===== src/rtl/uart_cmd_rx_if.sv =====
// ---------------------------------------------------------------------------
// uart_cmd_rx_if
//
// Signal bundle between the host-link serial line and the command receiver.
//
//   rx           serial line into the receiver (idles high, asynchronous)
//   rx_data      last correctly framed byte
//   new_rx_data  one-cycle strobe, rx_data has just taken a new byte
//   frame_err    one-cycle strobe, stop bit sampled low
//   busy         receiver is somewhere other than IDLE
//
// Modports:
//   master  drives the line and observes the receiver outputs
//   slave   the receiver itself
// ---------------------------------------------------------------------------
interface uart_cmd_rx_if;
  logic       rx;
  logic [7:0] rx_data;
  logic       new_rx_data;
  logic       frame_err;
  logic       busy;

  modport master (
    output rx,
    input  rx_data,
    input  new_rx_data,
    input  frame_err,
    input  busy
  );

  modport slave (
    input  rx,
    output rx_data,
    output new_rx_data,
    output frame_err,
    output busy
  );
endinterface


===== src/rtl/uart_cmd_rx.sv =====
// ---------------------------------------------------------------------------
// uart_cmd_rx
//
// 8N1 UART receiver (LSB first) for the host command link. Good bytes appear
// on rx_data together with a one-cycle new_rx_data strobe; a low stop bit
// gives a one-cycle frame_err strobe instead. A start bit that is no longer
// low at its centre is treated as a glitch and dropped silently.
//
// Parameters:
//   CLK_PER_BIT  clock cycles per serial bit (>= 8), default 100
//
// Ports:
//   clk   system clock, rising edge
//   rst   synchronous reset, active low
//   bus   uart_cmd_rx_if.slave (rx in; rx_data, new_rx_data, frame_err,
//         busy out)
//
// Build option:
//   UART_RX_MAJORITY_EN  when defined, each bit is the 2-of-3 majority of the
//                        synchronised line at centre-1, centre and centre+1,
//                        decided at centre+1. Every decision point and strobe
//                        moves one cycle later; nothing else changes.
// ---------------------------------------------------------------------------
module uart_cmd_rx #(
  parameter int CLK_PER_BIT = 100
) (
  input  logic         clk,
  input  logic         rst,
  uart_cmd_rx_if.slave bus
);

  localparam int CW = $clog2(CLK_PER_BIT);
  localparam int C  = CLK_PER_BIT / 2;

  localparam logic [CW-1:0] CNT_MAX = CW'(CLK_PER_BIT - 1);

  typedef enum logic [2:0] {
    IDLE,
    START,
    DATA,
    STOP,
    WAIT_IDLE
  } state_t;

  // -------------------------------------------------------------------------
  // Two-flop synchroniser; resets to the idle (high) line level so a reset
  // never looks like a start edge.
  // -------------------------------------------------------------------------
  logic [1:0] sync_reg;
  logic       rx_s;

  always_ff @(posedge clk) begin
    if (!rst) begin
      sync_reg <= 2'b11;
    end else begin
      sync_reg <= {sync_reg[0], bus.rx};
    end
  end

  assign rx_s = sync_reg[1];

  // -------------------------------------------------------------------------
  // Bit sample and its decision offset inside a bit period.
  // -------------------------------------------------------------------------
  logic sample;

`ifdef UART_RX_MAJORITY_EN
  localparam int DEC_OFS = C + 1;

  // hist_reg[0] holds rx_s from one cycle ago, hist_reg[1] from two cycles
  // ago, so at offset C+1 the three votes are at C-1, C and C+1.
  logic [1:0] hist_reg;

  always_ff @(posedge clk) begin
    if (!rst) begin
      hist_reg <= 2'b11;
    end else begin
      hist_reg <= {hist_reg[0], rx_s};
    end
  end

  assign sample = (rx_s & hist_reg[0]) | (rx_s & hist_reg[1]) |
                  (hist_reg[0] & hist_reg[1]);
`else
  localparam int DEC_OFS = C;

  assign sample = rx_s;
`endif

  localparam logic [CW-1:0] DEC_CNT = CW'(DEC_OFS);

  // -------------------------------------------------------------------------
  // State and datapath registers
  // -------------------------------------------------------------------------
  state_t      state_reg,       state_next;
  logic [CW-1:0] cnt_reg,       cnt_next;
  logic [2:0]  bit_idx_reg,     bit_idx_next;
  logic [7:0]  shift_reg,       shift_next;
  logic        stop_done_reg,   stop_done_next;
  logic        stop_bit_reg,    stop_bit_next;
  logic [7:0]  rx_data_reg,     rx_data_next;
  logic        new_rx_data_reg, new_rx_data_next;
  logic        frame_err_reg,   frame_err_next;

  logic          decide;
  logic [CW-1:0] cnt_adv;

  // The counter is loaded with 1 on the IDLE->START edge, so inside a frame
  // it equals the cycle offset within the current bit; the decision point is
  // therefore a plain compare against the offset.
  assign decide  = (cnt_reg == DEC_CNT);
  assign cnt_adv = (cnt_reg == CNT_MAX) ? '0 : cnt_reg + 1'b1;

  always_ff @(posedge clk) begin
    if (!rst) begin
      state_reg       <= IDLE;
      cnt_reg         <= '0;
      bit_idx_reg     <= '0;
      shift_reg       <= '0;
      stop_done_reg   <= 1'b0;
      stop_bit_reg    <= 1'b0;
      rx_data_reg     <= 8'h00;
      new_rx_data_reg <= 1'b0;
      frame_err_reg   <= 1'b0;
    end else begin
      state_reg       <= state_next;
      cnt_reg         <= cnt_next;
      bit_idx_reg     <= bit_idx_next;
      shift_reg       <= shift_next;
      stop_done_reg   <= stop_done_next;
      stop_bit_reg    <= stop_bit_next;
      rx_data_reg     <= rx_data_next;
      new_rx_data_reg <= new_rx_data_next;
      frame_err_reg   <= frame_err_next;
    end
  end

  always_comb begin
    state_next       = state_reg;
    cnt_next         = cnt_reg;
    bit_idx_next     = bit_idx_reg;
    shift_next       = shift_reg;
    stop_done_next   = stop_done_reg;
    stop_bit_next    = stop_bit_reg;
    rx_data_next     = rx_data_reg;
    new_rx_data_next = 1'b0;
    frame_err_next   = 1'b0;

    case (state_reg)
      IDLE: begin
        cnt_next       = '0;
        bit_idx_next   = '0;
        stop_done_next = 1'b0;
        if (!rx_s) begin
          state_next = START;
          cnt_next   = CW'(1);
        end
      end

      START: begin
        cnt_next = cnt_adv;
        if (decide) begin
          if (sample) begin
            // Line went back high before the start-bit centre: glitch.
            state_next = IDLE;
            cnt_next   = '0;
          end else begin
            state_next   = DATA;
            bit_idx_next = '0;
          end
        end
      end

      DATA: begin
        cnt_next = cnt_adv;
        if (decide) begin
          shift_next   = {sample, shift_reg[7:1]};
          bit_idx_next = bit_idx_reg + 1'b1;
          if (bit_idx_reg == 3'd7) begin
            state_next = STOP;
          end
        end
      end

      STOP: begin
        cnt_next = cnt_adv;
        // The stop sample is captured at the decision point; the strobe and
        // the state change follow on the next edge so both are registered.
        // Leaving STOP here (mid stop bit) is what lets a back-to-back start
        // edge be caught at the very next IDLE cycle.
        if (stop_done_reg) begin
          stop_done_next = 1'b0;
          cnt_next       = '0;
          if (stop_bit_reg) begin
            rx_data_next     = shift_reg;
            new_rx_data_next = 1'b1;
            state_next       = IDLE;
          end else begin
            frame_err_next = 1'b1;
            state_next     = WAIT_IDLE;
          end
        end else if (decide) begin
          stop_done_next = 1'b1;
          stop_bit_next  = sample;
        end
      end

      WAIT_IDLE: begin
        // Hold here through a break so it reports only one frame error.
        cnt_next = '0;
        if (rx_s) begin
          state_next = IDLE;
        end
      end

      default: begin
        state_next = IDLE;
        cnt_next   = '0;
      end
    endcase
  end

  assign bus.rx_data     = rx_data_reg;
  assign bus.new_rx_data = new_rx_data_reg;
  assign bus.frame_err   = frame_err_reg;
  assign bus.busy        = (state_reg != IDLE);

endmodule


===== src/flat_wrapper.sv =====
// flat-port wrapper written by rule: the top's interface ports become plain ports
module uart_cmd_rx_flat 
#(
  parameter int CLK_PER_BIT = 100
)
  (clk, rst, bus_rx, bus_rx_data, bus_new_rx_data, bus_frame_err, bus_busy);
  uart_cmd_rx_if bus_i ();
  input  logic clk;
  input  logic rst;
  input wire logic [$bits(bus_i.rx)-1:0] bus_rx;
  output wire logic [$bits(bus_i.rx_data)-1:0] bus_rx_data;
  output wire logic [$bits(bus_i.new_rx_data)-1:0] bus_new_rx_data;
  output wire logic [$bits(bus_i.frame_err)-1:0] bus_frame_err;
  output wire logic [$bits(bus_i.busy)-1:0] bus_busy;
  assign bus_i.rx = bus_rx;
  assign bus_rx_data = bus_i.rx_data;
  assign bus_new_rx_data = bus_i.new_rx_data;
  assign bus_frame_err = bus_i.frame_err;
  assign bus_busy = bus_i.busy;
  uart_cmd_rx #(.CLK_PER_BIT(CLK_PER_BIT)) u_core (.clk(clk), .rst(rst), .bus(bus_i));
endmodule

===== config.mk =====
export PLATFORM = sky130hd
export DESIGN_NAME = uart_cmd_rx_flat
export DESIGN_NICKNAME = d
export VERILOG_FILES = /design/src/rtl/uart_cmd_rx_if.sv /design/src/rtl/uart_cmd_rx.sv /design/src/flat_wrapper.sv
export SDC_FILE = /design/constraint.sdc
export NUM_CORES = 1
export LEC_CHECK = 0
export CAP_MARGIN = 10
export CELL_PAD_IN_SITES_DETAIL_PLACEMENT = 0
export CELL_PAD_IN_SITES_GLOBAL_PLACEMENT = 1
export CORE_MARGIN = 5
export CORE_UTILIZATION = 42
export DETAILED_ROUTE_END_ITERATION = 12
export GPL_TIMING_DRIVEN = 0
export PLACE_DENSITY = 0.74
export SYNTH_ARGS = -nofsm -noshare
export SYNTH_HDL_FRONTEND = slang
export SYNTH_SLANG_ARGS = --single-unit

===== constraint.sdc =====
create_clock -name clk -period 1.73 [get_ports clk]
set_input_delay 0.173 -clock clk [delete_from_list [all_inputs] [get_ports clk]]
set_output_delay 0.173 -clock clk [all_outputs]
set_load 0.1 [all_outputs]

# Yosys cells after proc, flatten, opt, wreduce, memory -nomap -nowiden
# Cells that the tools add are included.
# classes
eq_ne	14
bitwise	1
muxes	24
addsub	2
reduce_logical	10
# op_table
cell	count
two-way mux 3 bit	10
two-way mux 7 bit	4
case mux 7 bit (4 select lines)	1
case mux 3 bit (5 select lines)	1
inequality test 2 x 1 -> 1 bit, second input constant	5
case mux 3 bit (3 select lines)	1
AND reduction 3 bit	3
adder 7 x 1 -> 7 bit, second input constant	1
== test 7 x 6 -> 1 bit, second input constant	1
== test 7 bit, second input constant	1
== test 3 x 2 -> 1 bit, second input constant	2
== test 3 bit, second input constant	2
AND reduction 6 bit	1
nonzero test 3 bit	2
two-way mux 1 bit	5
inequality test 2 bit, second input constant	2
AND reduction 4 bit	1
adder 3 x 1 -> 3 bit, second input constant	1
== test 3 x 1 -> 1 bit, second input constant	1
zero test 3 bit	1
two-way mux 2 bit	1
case mux 1 bit (2 select lines)	1
AND reduction 2 bit	1
nonzero test 2 bit	1
inverter 1 bit	1
# word_totals
out_inout_bits	11
reg_bits	35
wordCells	61
input_bits	3

# Longest topological paths before layout
# Gate-level depths: netlist of run 1.
# depth
word_depth	5
depth_mapped	8

# Worst setup path after synthesis of run 1
# Ideal clock, no wire load.
# synth_path
kind	register to register
start	register u_core.state_reg[0]
end	register u_core.stop_done_reg
path_buffers	1
stages_incl_launch_ff	5
setup_slack_ns	0.022
arrival_ns	1.591
synth_period_minus_slack_ns	1.708
cell_sequence	dfxtp_1 -> clkbuf_1 -> or3_1 -> a31oi_1 -> nor2_1
# synth_between
elab_chain_cells	2
elab_cells_between_ends	4
classes_between	1 x eq/ne; 1 x mux; 2 x reduce/logical
# synth_lines
element	line	text
from (decl)	uart_cmd_rx.sv:95	state_t state_reg, state_next;
from (signal assigned)	uart_cmd_rx.sv:126	state_reg <= state_next;
== test 3 x 2 -> 1 bit or zero test 3 bit (tied branches)	uart_cmd_rx.sv:149	case (state_reg)
case mux 1 bit (2 select lines) or nonzero test 2 bit (tied branches)	-	
to (signal assigned)	uart_cmd_rx.sv:130	stop_done_reg <= stop_done_next;
to (decl)	uart_cmd_rx.sv:99	logic stop_done_reg, stop_done_next;
# Parallel ways exist; a longest one is shown, timed or not.
# A chain may end at the register's enable or synchronous reset.

# Final worst setup path of run 1
# layout_path
start	register u_core.rx_data_reg[6], in the netlist u_core.bus.rx_data[6]
end	output bus_rx_data[6]
# layout_lines
element	line	text
from (decl)	uart_cmd_rx.sv:101	logic [7:0] rx_data_reg, rx_data_next;
from (signal assigned)	uart_cmd_rx.sv:132	rx_data_reg <= rx_data_next;
to (decl)	flat_wrapper.sv:11	output wire logic [$bits(bus_i.rx_data)-1:0] bus_rx_data;
# No word-level cell between the ends.

==> impl_metrics.csv, run 1 <==
group,metric,value,unit
final_layout,num_antenna_cells,0,
grt,grt_pass1_vias,1070,
timing,finalCritPeriodShare,96.22,%
cts,cts_made_buffers,5,
final_layout,area_delta_synth_final,18.58,%
placed_design,gp_congestion,0.7849,
pwr,p_seq_share,61.4,%
synth,synthTopCellsByArea,"dfxtp_1 (48%), nand3_1 (6.5%), mux2i_1 (6.2%)",
setup_path,slowest_delay,820,ps
final_layout,drive_gt1_share,14.52,%
floorplan,fp.dieH,68.99,um
cts,holdBufCountCts,0,
detailed_routing,first_iter_violations,42,
pwr,power_frac_clock,33.9,%
final_layout,final_util,51.53,%
grt,grt_overflow_total,0,
setup_path,critPathArrivalTime,1490,ps
synth,synth_top_cell_by_area,"dfxtp_1",
cts,cts_tree,"yes",
setup_path,critical_path_required,1560,ps
setup_path,crit_chain,"clkdlybuf4s15_1",
cts,clock_latency,330,ps
synth,ys_seq_area_share,47.95,%
synth,synth.net_count,169,
grt,antenna_found_initial,0,
timing,worst_clock_skew,14.29,ps
setup_path,crit_family,"buffers and inverters",
cts,cts_buffer_depth,2,
synth,avgSynthCellArea,9.021,sq um
timing,slew_headroom,35.95,%
synth,yosys.cell_types.count,33,
timing,drv_slew,0,
final_layout,num-fill-cells,350,
pwr,power.density,766.1,nW/um^2
timing,finalSetupViolCount,0,
setup_path,critPathSlowestCell,"clkdlybuf4s15_1",
pwr,p_leak,0.7152,nW
floorplan,core_area,3363,sq um
detailed_routing,drc,0,
timing,post-route-min-period,1665,ps
floorplan,die_area,4759,sq um
floorplan,fp.dieW,68.99,um
detailed_routing,routed_wl,2973,um
pwr,swShare,23.26,%
grt,grt_pass1_wl,4995,um
detailed_routing,vias,1207,
outcome,status,"completed",
synth,synth_flop_cell,"dfxtp_1",
placed_design,dp_hpwl,2110,um
synth,synth_area,1461,sq um
timing,tightest_slew,964.4,ps
grt,grt_max_degree,11,
setup_path,crit_type,"reg2out",
setup_path,path_buf_inv,1,
flow_run,cap_viol_max_count,0,
synth,synth-seq-cells,35,
timing,max_freq,0.6008,GHz
detailed_routing,dr.pass1.iters,4,
setup_path,worst-path-max-fanout,2,
pwr,peakVddDrop,0.0004242,V
pwr,internal-power,1.019,mW
cts,cts.sinks,35,
synth,ys_warn_count,0,
synth,synth.most_common_cell,"dfxtp_1",
placed_design,dpl-instance-area,1649,sq um
detailed_routing,routed_via_density,5.203,
synth,netlist.area_leader.share,47.95,%
placed_design,place.port_buffers,13,
floorplan,start_util,43.45,%
worst_hold_path,hp-class,"in2reg",
setup_path,start_kind,"register",
synth,synthTopCellsByCount,"dfxtp_1 (35), nor2_1 (23), nand3_1 (19)",
cts,htree_levels,2,
cts,clk_pin_slew,100,ps
timing,hold_violations,0,
synth,synth_edf_count,0,
setup_path,critPathCaptureType,"output pin",
detailed_routing,routedWlPerCell,12.81,um
grt,grt_use_total,14.34,%
final_layout,nNetsFinal,193,
floorplan,fp-row-count,21,
synth,async_flop_share,0,%
floorplan,ios,14,
pwr,power_switching,0.3089,mW
pwr,power_frac_comb,4.7,%
final_layout,final_area,1733,sq um
detailed_routing,antenna_left,0,
synth,synthCells,162,
cts,cts-root-buf,"clkbuf_4",
final timing paths:
path	start	end	slack, ps	depth (start not counted)
max	u_core.bus.rx_data[6]	bus_rx_data[6]	70	1
min	bus_rx	u_core.sync_reg[0]	410	2
max reg2reg	u_core.cnt_reg[0]	u_core.cnt_reg[0]	100	8
min reg2reg	u_core.sync_reg[0]	u_core.sync_reg[1]	410	1
cell usage in the layout, fill, tap and decap left out, types with 2 or more instances in the layout:
cell / instances
buf_2: 2
nand2b_1: 3
buf_6: 3
xor2_1: 2
a31oi_1: 4
clkbuf_1: 4
o21ai_0: 8
xnor2_1: 3
and3_1: 3
nand4_1: 2
dfxtp_1: 34
nand3b_1: 2
inv_1: 3
nand2_1: 14
clkdlybuf4s15_1: 5
a21oi_1: 4
clkbuf_4: 5
ha_1: 4
nand3_1: 19
nor2_1: 23
clkbuf_2: 5
buf_4: 3
mux2i_1: 9
clkdlybuf4s50_1: 2
area by class of cell:
type | instances | area, sq um | share of cell area (%)
multi-input combinational | 116 | 720.7 | 41.59
sequential | 35 | 701.9 | 40.51
timing repair buffer | 17 | 137.6 | 7.942
tap | 46 | 57.56 | 3.321
clock buffer | 6 | 51.30 | 2.960
buffer | 8 | 47.55 | 2.744
inverter | 3 | 11.26 | 0.6498
clock inverter | 1 | 5.005 | 0.2888
metrics by stage:
stage | setup slack, ps | cells | setup TNS [ps] | power, mW | hold slack, ps
after global routing | -23.09 | 232 | -39.29 | 1.389 | 394.7
after floorplan | 22.00 | 162 | 0 | 0.8717 | 246.0
after global placement | -443.2 | 221 | -443.2 | 0.8908 | 391.1
after CTS | -248.7 | 228 | -248.7 | 1.342 | 389.4
after detailed placement | -439.3 | 221 | -439.3 | 0.8915 | 401.0
final | 65.48 | 232 | 0 | 1.328 | 405.3
power groups by stage:
stage | clock network (mW) | registers (mW) | logic, mW
finish | 0.450 | 0.814 | 0.0630
detailed placement | 0 | 0.833 | 0.0588
global route | 0.504 | 0.816 | 0.0691
CTS | 0.469 | 0.814 | 0.0586
floorplan | 0 | 0.831 | 0.0404
global placement | 0 | 0.832 | 0.0586
logic make-up (layout without fill, tap and decap cells):
| group | count (synthesis) | after routing | synth area share (%) |
|---|---|---|---|
| AO/OA/AOI/OAI | 22 | 22 | 9.076 |
| flip-flops | 35 | 35 | 47.95 |
| multiplexers | 9 | 9 | 6.165 |
| XOR/XNOR | 5 | 5 | 2.997 |
| AND/OR/NAND/NOR | 76 | 76 | 26.88 |
| adder cells (fa/ha/maj) | 4 | 4 | 3.425 |
| buffers and inverters | 11 | 35 | 3.510 |
routing by layer:
metal	up-vias	track usage (%)	part of all wire (%)
li1	614	-	-
met1	574	19.03	50
met2	17	20.95	45
met3	2	4.214	3.8
met4	0	7.299	0.84
met5	-	0	0
timing repair:
item / 4_1_cts / 5_1_grt
setup buffers: 0 / 3
pin swaps: 0 / 1
gates cloned: 0 / 1
endpoints found under the setup margin: 11 / 20
resized for setup: 13 / 27
(Power assumes the default switching activity.)
==> run 2, diff against run 1 <==
- CTS_CLUSTER_SIZE: default -> 14
- GPL_TIMING_DRIVEN: 0 -> default
==> run 2 against run 1 <==
- largest cell class unchanged
- sequential share of layout area up 0.88 points
- final area shrank 2.3%
- global-route usage up 0.097 points
==> impl_metrics.csv, run 2 (same netlist as run 1, synthesis figures left out) <==
group,metric,value,unit
outcome,status,"completed",
cts,cts-root-buf,"clkbuf_4",
floorplan,ios,14,
floorplan,fp-row-count,21,
grt,grt_use_total,14.44,%
detailed_routing,routed_wl,2891,um
cts,holdBufCountCts,0,
setup_path,critPathArrivalTime,1470,ps
final_layout,area_delta_synth_final,15.84,%
detailed_routing,drc,0,
timing,whs,391.4,ps
grt,grt_max_degree,23,
placed_design,dp_hpwl,2077,um
cts,cts.sinks,35,
setup_path,critPathCaptureType,"output pin",
cts,cts_tree,"yes",
final_layout,num_antenna_cells,0,
timing,rsz0062_at_grt,"false",
setup_path,crit_chain,"buf_4 -> or3_1 -> buf_12",
timing,drv_slew,0,
grt,grt_pass1_wl,5043,um
flow_run,cap_viol_max_count,0,
timing,finalCritPeriodShare,94.93,%
timing,worst_clock_skew,6.250,ps
setup_path,crit_family,"simple AND/OR/NAND/NOR gates",
setup_path,crit_type,"reg2out",
placed_design,gp_congestion,0.9108,
detailed_routing,dr.pass1.iters,4,
setup_path,critPathSlowestCell,"or3_1",
setup_path,critical_path_required,1560,ps
floorplan,core_area,3363,sq um
floorplan,fp.dieW,68.99,um
cts,cts_buffer_depth,2,
grt,grt_overflow_total,0,
final_layout,drive_gt1_share,15.47,%
final_layout,nNetsFinal,187,
setup_path,path_buf_inv,2,
cts,clk_pin_slew,110,ps
detailed_routing,first_iter_violations,48,
floorplan,fp.dieH,68.99,um
cts,clock_latency,330,ps
placed_design,place.port_buffers,13,
timing,max_freq,0.6089,GHz
floorplan,die_area,4759,sq um
setup_path,slowest_delay,430,ps
timing,fin_tns_setup,0,ps
timing,post-route-min-period,1642,ps
timing,slew_headroom,70.67,%
grt,antenna_found_initial,0,
setup_path,start_kind,"register",
cts,postCtsSetupBuffers,0,
detailed_routing,routed_via_density,5.101,
timing,tightest_slew,439.5,ps
timing,finalSetupViolCount,0,
detailed_routing,vias,1158,
detailed_routing,antenna_left,0,
final_layout,final_cell_mix,"dfxtp_1 (35), nor2_1 (23), nand3_1 (19), buf_4 (16), nand2_1 (14)",
grt,grt_pass1_vias,1102,
pwr,p_leak,0.7050,nW
cts,htree_levels,2,
floorplan,start_util,43.45,%
cts,cts_made_buffers,5,
pwr,peakVddDrop,0.0004982,V
final_layout,mostFrequentLayoutCell,"dfxtp_1",
timing,hold_violations,0,
setup_path,worst-path-max-fanout,11,
pwr,power.density,771.8,nW/um^2
cts,cts_resized,0,
detailed_routing,routedWlPerCell,12.74,um
worst_hold_path,hp-class,"in2reg",
-- run 2: cell types whose count changed in the layout (fill, tap and decap cells not counted), moves of 2 or more --
| cell | delta |
|---|---|
| clkdlybuf4s15_1 | -5 |
| clkbuf_2 | -5 |
| buf_4 | +13 |
| buf_2 | -2 |
| clkbuf_1 | -3 |
| buf_6 | -3 |
-- run 2: per-layer routing --
layer  up-vias  track usage [%]  wire, um
met3         6            4.862        82
li1        598                -         -
met1       538            18.91      1461
met5         -                0         0
met2        16            21.79      1296
met4         0            5.596        49
-- run 2: metrics by stage --
stage	cell area [sq um]	instances	setup WS, ps	util [%]	power [mW]
detailed placement	1639	219	217.9	48.74	0.8951
finish	1693	227	87.78	50.33	1.307
global placement	1639	219	263.0	48.74	0.8948
CTS	1693	227	66.30	50.33	1.330
global route	1693	227	26.77	50.33	1.367
floorplan	1461	162	22.00	-	0.8717
-- run 2: where the power goes --
part / total, mW / internal [mW] / switching, mW
clock network: 0.431 / 0.157 / 0.274
registers: 0.814 / 0.810 / 0.00377
logic: 0.0621 / 0.0208 / 0.0413
total: 1.31 / 0.988 / 0.319
-- run 2: final cells by class --
class | instances | area, sq um
inverter | 3 | 11.26
clock buffer | 6 | 41.29
multi-input combinational | 116 | 709.4
timing repair buffer | 19 | 160.2
fill | 350 | 1670
tap | 46 | 57.56
sequential | 35 | 700.7
clock inverter | 2 | 12.51
-- run 2: path summary, 6_finish.rpt --
path | start | endpoint | slack, ps | depth (start not counted)
worst max-delay path | u_core.state_reg[0] | bus_busy | 90 | 3
worst min-delay path | bus_rx | u_core.sync_reg[0] | 390 | 2
worst max register to register | u_core.cnt_reg[0] | u_core.cnt_reg[0] | 180 | 6
worst min register to register | u_core.sync_reg[0] | u_core.sync_reg[1] | 420 | 1
